`config.mk`:
```
export PLATFORM = sky130hd
export DESIGN_NAME = vga_sync
export DESIGN_NICKNAME = d
export VERILOG_FILES = /design/src/rtl/vga_sync_pkg.sv /design/src/rtl/pixel_tick_gen.sv /design/src/rtl/vga_sync.sv
export SDC_FILE = /design/constraint.sdc
export NUM_CORES = 1
export LEC_CHECK = 0
export CAP_MARGIN = 30
export CORE_MARGIN = 10
export CORE_UTILIZATION = 35
export DETAILED_ROUTE_END_ITERATION = 8
export SYNTH_ARGS = -nofsm -noshare
export SYNTH_HDL_FRONTEND = slang
export SYNTH_SLANG_ARGS = --single-unit
```
`constraint.sdc`:
```
create_clock -name clk -period 2.9 [get_ports clk]
set_clock_uncertainty 0.1 [all_clocks]
set_input_delay 0.58 -clock clk [delete_from_list [all_inputs] [get_ports clk]]
set_output_delay 0.58 -clock clk [all_outputs]
set_load 0.02 [all_outputs]
```
`src/rtl/vga_sync_pkg.sv`:
```
// Shared VGA timing defaults and coordinate helpers, imported by vga_sync and
// by the draw_* layers for screen-bound comparisons.
package vga_sync_pkg;
  localparam int H_DISPLAY_DEF = 640;
  localparam int H_FRONT_DEF   = 16;
  localparam int H_SYNC_DEF    = 96;
  localparam int H_BACK_DEF    = 48;
  localparam int V_DISPLAY_DEF = 480;
  localparam int V_FRONT_DEF   = 10;
  localparam int V_SYNC_DEF    = 2;
  localparam int V_BACK_DEF    = 33;
  localparam int TICK_DIV_DEF  = 4;

  localparam int H_TOTAL_DEF = H_DISPLAY_DEF + H_FRONT_DEF + H_SYNC_DEF + H_BACK_DEF;
  localparam int V_TOTAL_DEF = V_DISPLAY_DEF + V_FRONT_DEF + V_SYNC_DEF + V_BACK_DEF;

  localparam int COORD_W = 10;
  typedef logic [COORD_W-1:0] coord_t;

  // Inclusive window test, used for the sync pulse regions.
  function automatic logic in_window(input coord_t v, input int lo, input int hi);
    return (int'(v) >= lo) && (int'(v) <= hi);
  endfunction
endpackage

```
`src/rtl/pixel_tick_gen.sv`:
```
// Mod-TICK_DIV counter; p_tick is high for the last cycle of each period.
module pixel_tick_gen #(
  parameter int TICK_DIV = 4
) (
  input  logic clk,
  input  logic reset,
  output logic p_tick
);
  localparam int W = (TICK_DIV > 1) ? $clog2(TICK_DIV) : 1;
  localparam logic [W-1:0] LAST = W'(TICK_DIV - 1);

  logic [W-1:0] div_cnt;

  always_ff @(posedge clk or posedge reset) begin
    if (reset)                div_cnt <= '0;
    else if (div_cnt == LAST) div_cnt <= '0;
    else                      div_cnt <= div_cnt + W'(1);
  end

  assign p_tick = (div_cnt == LAST);
endmodule

```
`src/rtl/vga_sync.sv`:
```
// VGA timing generator: pixel strobe, x/y counters, registered active-low syncs,
// display-active flag and a one-cycle frame wrap pulse.
module vga_sync
  import vga_sync_pkg::*;
#(
  parameter int H_DISPLAY = H_DISPLAY_DEF,
  parameter int H_FRONT   = H_FRONT_DEF,
  parameter int H_SYNC    = H_SYNC_DEF,
  parameter int H_BACK    = H_BACK_DEF,
  parameter int V_DISPLAY = V_DISPLAY_DEF,
  parameter int V_FRONT   = V_FRONT_DEF,
  parameter int V_SYNC    = V_SYNC_DEF,
  parameter int V_BACK    = V_BACK_DEF,
  parameter int TICK_DIV  = TICK_DIV_DEF
) (
  input  logic       clk,
  input  logic       reset,
  output logic       p_tick,
  output logic [9:0] x,
  output logic [9:0] y,
  output logic       hsync,
  output logic       vsync,
  output logic       video_on,
  output logic       frame_tick
);
  localparam int H_TOTAL  = H_DISPLAY + H_FRONT + H_SYNC + H_BACK;
  localparam int V_TOTAL  = V_DISPLAY + V_FRONT + V_SYNC + V_BACK;
  localparam int HS_START = H_DISPLAY + H_FRONT;
  localparam int HS_END   = HS_START + H_SYNC - 1;
  localparam int VS_START = V_DISPLAY + V_FRONT;
  localparam int VS_END   = VS_START + V_SYNC - 1;

  localparam coord_t X_MAX = coord_t'(H_TOTAL - 1);
  localparam coord_t Y_MAX = coord_t'(V_TOTAL - 1);

  coord_t x_next, y_next;
  logic   line_end;

  pixel_tick_gen #(.TICK_DIV(TICK_DIV)) u_tick (
    .clk    (clk),
    .reset  (reset),
    .p_tick (p_tick)
  );

  assign line_end = p_tick && (x == X_MAX);

  always_comb begin
    x_next = x;
    y_next = y;
    if (p_tick) begin
      if (x == X_MAX) begin
        x_next = '0;
        y_next = (y == Y_MAX) ? '0 : y + coord_t'(1);
      end else begin
        x_next = x + coord_t'(1);
      end
    end
  end

  // Syncs are computed from the next-state counters so they line up with x/y.
  always_ff @(posedge clk or posedge reset) begin
    if (reset) begin
      x          <= '0;
      y          <= '0;
      hsync      <= 1'b1;
      vsync      <= 1'b1;
      frame_tick <= 1'b0;
    end else begin
      x          <= x_next;
      y          <= y_next;
      hsync      <= !in_window(x_next, HS_START, HS_END);
      vsync      <= !in_window(y_next, VS_START, VS_END);
      frame_tick <= line_end && (y == Y_MAX);
    end
  end

  assign video_on = (x < coord_t'(H_DISPLAY)) && (y < coord_t'(V_DISPLAY));
endmodule
```
# --- Word-level counts from Yosys, hierarchy flattened ---
# Cells that the tools add are included.
classes:
  add_sub_neg: 3
  n_eq_ne: 3
  n_reduce_logical: 7
  n_lt_le_gt_ge: 6
  muxes: 6
op_table:
  columns: ["op", "n"]
  rows:
  - ["$mux W10", 5]
  - ["$add A10 B1 Y10 const B", 2]
  - ["$eq A10 B10 Y1 const B", 2]
  - ["$ge A10 B10 Y1 const B", 1]
  - ["$ge A10 B9 Y1 const B", 1]
  - ["$le A10 B10 Y1 const B", 1]
  - ["$le A10 B9 Y1 const B", 1]
  - ["$lt A10 B10 Y1 const B", 1]
  - ["$lt A10 B9 Y1 const B", 1]
  - ["$logic_and A1 B1 Y1", 5]
  - ["$add A2 B1 Y2 const B", 1]
  - ["$eq A2 B2 Y1 const B", 1]
  - ["$logic_not A1 Y1", 2]
  - ["$mux W2", 1]
totals:
  reg_bits: 25
  output_inout_bits: 25
  elab_cells: 31

# --- Depth between registers and ports, before layout ---
depth:
  ltp_word: 7
  mapped_depth: 7
  ltp_nobuf: 7

# --- By module ---
# A second synthesis with hierarchy kept.
unflattened:
  cells_unflattened: 144
  hier_area_um2: 1396.3
modules_own_cells:
  columns: ["mod", "seq_area_each_um2", "area_each_um2", "cells_each", "instances"]
  rows:
  - ["vga_sync", 578.1, 1326.3, 139, 1]
  - ["pixel_tick_gen", 50.0, 70.1, 5, 1]

# --- Least setup slack after synthesis ---
# Ideal clock, no wire load.
synth_path:
  path_kind: "reg-to-reg"
  start: "reg y[0]"
  end: "reg vsync"
  path_slack_ns: 0.632
  t_required_ns: 2.706
  setup_time_ns: 0.094
  synth_period_minus_slack_ns: 2.268
  path_stages_with_launch: 7
  t_arrival_ns: 2.074
  path_cell_list: "dfrtp_1 -> ha_1 -> clkbuf_1 -> or2_1 -> a2111oi_2 -> o22ai_1 -> or4b_1"
synth_between:
  elab_chain_len: 7
synth_lines:
  columns: ["element", "line", "source"]
  rows:
  - ["start: declaration", "vga_sync.sv:20", "output logic [9:0] y,"]
  - ["start signal: assignment", "vga_sync.sv:70", "y <= y_next;"]
  - ["$add A10 B1 Y10 or $eq A10 B10 Y1 (tied branches)", "vga_sync.sv:53", "y_next = (y == Y_MAX) ? '0 : y + coord_t'(1);"]
  - ["$mux W10", "vga_sync.sv:53", null]
  - ["$mux W10", "vga_sync.sv:51", "if (x == X_MAX) begin"]
  - ["$mux W10 (*)", "vga_sync.sv:50", "if (p_tick) begin"]
  - ["$ge A10 B9 Y1 or $le A10 B9 Y1 (tied branches)", "vga_sync_pkg.sv:22", "return (int'(v) >= lo) && (int'(v) <= hi);"]
  - ["$logic_and A1 B1 Y1 (*)", "vga_sync_pkg.sv:22", null]
  - ["$logic_not A1 Y1 (*)", "vga_sync.sv:72", "vsync <= !in_window(y_next, VS_START, VS_END);"]
  - ["end signal: assignment", "vga_sync.sv:72", null]
  - ["end: declaration", "vga_sync.sv:22", "output logic vsync,"]
# Mark *: on every way between the ends. The rest lies on a longest branch, timed or not.

# --- Worst setup path in the final report ---
layout_path:
  start: "reg u_tick.div_cnt[0]"
  end: "out p_tick"
layout_between:
  elab_chain_len: 1
layout_lines:
  columns: ["element", "line", "source"]
  rows:
  - ["start: declaration", "pixel_tick_gen.sv:12", "logic [W-1:0] div_cnt;"]
  - ["start signal: assignment", "pixel_tick_gen.sv:17", "else div_cnt <= div_cnt + W'(1);"]
  - ["$eq A2 B2 Y1", "pixel_tick_gen.sv:20", "assign p_tick = (div_cnt == LAST);"]
  - ["end: declaration", "vga_sync.sv:18", "output logic p_tick,"]
# Every way passes these cells.

==> impl_metrics.py <==
metrics = {
    "setup_path": {
        "crit_type": "flop to output pin",
        "crit-reg2reg-capture": "vsync",
        "slowest_delay_ns": 0.73,
        "cp.required_ns": 2.22,
        "path_cells": "ha_1, clkdlybuf4s50_1",
        "worst-path-max-fanout": 18,
        "reg2reg_depth": 6,
        "worstSetupStartpointType": "flop",
        "crit_path_end_kind": "output pin",
        "worstPathArrival_ns": 1.90,
        "rr_startpoint": "u_tick.div_cnt[0]",
        "reg2reg_setup_slack_ns": 0.50,
        "crit_slowest_cell": "clkdlybuf4s50_1",
    },
    "pwr": {
        "finalPower_mw": 0.5624,
        "power_density_nw_per_um2": 318.6,
        "p_leak_nw": 0.6635,
        "vdd_drop_max_mv": 0.1635,
    },
    "synth": {
        "syn_area_per_cell_sq_um": 9.871,
        "synth_edf_count": 0,
        "seq_area_frac_synth": 0.4419,
        "synth.cell_area_sq_um": 1421,
        "synth_warnings": 0,
        "synthTopCellsByArea": "dfrtp_1 (40%), xnor2_1 (4.3%), dfstp_2 (3.7%)",
        "ys_dominant_reg_cell": "dfrtp_1",
        "synthArstFlopShare": 1.000,
        "yosysTopAreaCell": "dfrtp_1",
        "netlist_instances": 144,
        "synth_top_area_frac": 0.4049,
        "ys_ff_latch": 25,
        "synthDistinctLibCells": 43,
        "synthesis.nets": 150,
    },
    "timing": {
        "finalSetupViolCount": 0,
        "worst_slew_pin_slew_ns": 0.6173,
        "slew_headroom": 0.5885,
        "rsz0062_at_grt": "no",
        "drv_slew": 0,
        "period_share": 0.8904,
        "fin_crit_ns": 2.582,
        "fin_tns_setup_ns": 0,
        "worst_slack_ns": 0.3179,
        "clock.fmax_ghz": 0.3873,
        "final_hold_viol_count": 0,
    },
    "detailed_routing": {
        "via_per_inst": 5.575,
        "ant_nets": 0,
        "dr.first_iter.drc_count": 151,
        "wl_mm": 3.490,
        "drc": 0,
        "drt-pass1-iter-count": 4,
        "wl_per_cell_um": 15.94,
        "num_vias": 1221,
    },
    "die": {
        "die_area_sq_um": 7010,
        "rows": 23,
        "die_x_um": 83.73,
        "pin_count": 27,
        "fp.dieH_um": 83.73,
        "initial_core_util": 0.3579,
        "core-area_sq_um": 3971,
    },
    "clock_tree": {
        "postCtsSetupBuffers": 0,
        "cts_resized": 0,
        "cts.path.max_buffers": 2,
        "tritoncts": "yes",
        "htreeDepth": 1,
        "clock_sinks": 25,
        "ctsHoldBuffers": 0,
        "clkTransAtPathRegs_ns": 0.08,
        "cts-root-buf": "clkbuf_8",
        "numCtsBuffers": 3,
        "insertion_delay_ns": 0.27,
    },
    "finish": {
        "antennaDiodeCount": 0,
        "area_growth_pct": 24.21,
        "layout.nets": 176,
        "drive_above_1_share": 0.08284,
        "stdcell_count": 219,
    },
    "worst_hold_path": {
        "hold_path.class": "flop to flop",
        "hold_path_depth": 1,
        "hold_start": "u_tick.div_cnt[0]",
        "min_to": "u_tick.div_cnt[0]",
    },
    "global_routing": {
        "grt-ovfl-total": 0,
        "grt_pass1_wl_mm": 5.913,
        "grt_max_degree": 26,
        "grt_pass1_vias": 1172,
        "grt.total_usage": 0.09837,
        "antenna_found_initial": 0,
    },
    "placement": {
        "port_buffers": 26,
        "dp_cells": 215,
        "place_congestion": 0.8596,
        "hpwl_mm": 2.604,
        "dp_slack_ns": 0.5372,
    },
    "job": {
        "cap_violations": 0,
    },
    "outcome": {
        "status": "finished clean",
    },
}
[metrics by stage]
step	cell area, sq um	util	hold WS, ns
floorplan	1421	-	0.3031
global placement	1720	0.4332	0.3159
detailed placement	1720	0.4332	0.3227
CTS	1765	0.4445	0.3355
global route	1765	0.4445	0.3525
finish	1765	0.4445	0.3298
[report_power, final]
group	switching, mW	internal, mW	total [mW]
Clock	0.107	0.0981	0.205
Sequential	0	0.348	0.348
Combinational	0.00686	0.00216	0.00902
Total	0.114	0.449	0.562
[registers in the layout (all words and copies together) (netlist names)]
signal          cells
vsync               1
frame_tick          1
y                  10
hsync               1
x                  10
u_tick.div_cnt      2
[critical path: cells and delay by family, from the launching register on]
kind       cells  cell delay, ns
buf+inv        1            0.73
flops          1            0.35
fa+ha+maj      1            0.55
[worst max-delay path by stage]
stage	start	end	slack [ns]	depth (start not counted)
after floorplan	y[0]	vsync	0.63	6
after global placement	u_tick.div_cnt[0]	vsync	0.57	6
after detailed placement	u_tick.div_cnt[0]	vsync	0.54	6
after CTS	u_tick.div_cnt[0]	p_tick	0.30	2
after global routing	u_tick.div_cnt[0]	p_tick	0.16	2
final	u_tick.div_cnt[0]	p_tick	0.32	2
[layer usage]
layer	track usage	up-vias	share of wire
met4	0.02588	0	0.0089
met5	0	-	0
met2	0.1610	55	0.46
met1	0.1161	579	0.42
met3	0.03906	5	0.11
li1	-	582	-
[cells in the mapped netlist, drive strengths merged, types with 2 or more instances]
cell type  count
a31oi          2
a41oi          2
and3           3
buf            2
clkbuf         4
dfrtp         23
dfstp          2
ha             4
inv            6
nand2         13
nand2b         3
nand3          9
nand4          8
nand4b         3
nor2           9
nor3           5
nor4           2
nor4b          2
o21ai          8
o31ai          5
or2            2
or3            4
or4b           2
xnor2          7
xor2           3
[cell families after synthesis]
| kind of cell | count (synthesis) | synth area share |
|---|---|---|
| compound gates | 23 | 0.1188 |
| xor+xnor | 10 | 0.06162 |
| fa+ha+maj | 4 | 0.03521 |
| buf+inv | 12 | 0.03784 |
| flops | 25 | 0.4419 |
| mux | 1 | 0.007043 |
| simple gates | 69 | 0.2976 |
[cells in the final DEF, fill, tap and decap left out, types with 4 or more instances in the layout]
| master | Yosys | layout |
|---|---|---|
| dfrtp_1 | 23 | 23 |
| nand4_1 | 8 | 8 |
| o31ai_1 | 5 | 5 |
| ha_1 | 4 | 4 |
| nand3_1 | 8 | 8 |
| xnor2_1 | 7 | 7 |
| or3_1 | 4 | 4 |
| clkdlybuf4s50_1 | 0 | 26 |
| nor3_1 | 4 | 4 |
| nor2_1 | 8 | 8 |
| nand2_1 | 13 | 13 |
| inv_1 | 6 | 6 |
| o21ai_0 | 7 | 7 |
[area by class of cell]
cell class	count	area, sq um
Fill cell	379	2206
Multi-Input combinational cell	107	739.5
Sequential cell	25	628.1
Timing Repair Buffer	27	267.8
Tap cell	50	62.56
Clock buffer	4	45.04
Inverter	6	22.52
Power figures use the tool's default switching activity.
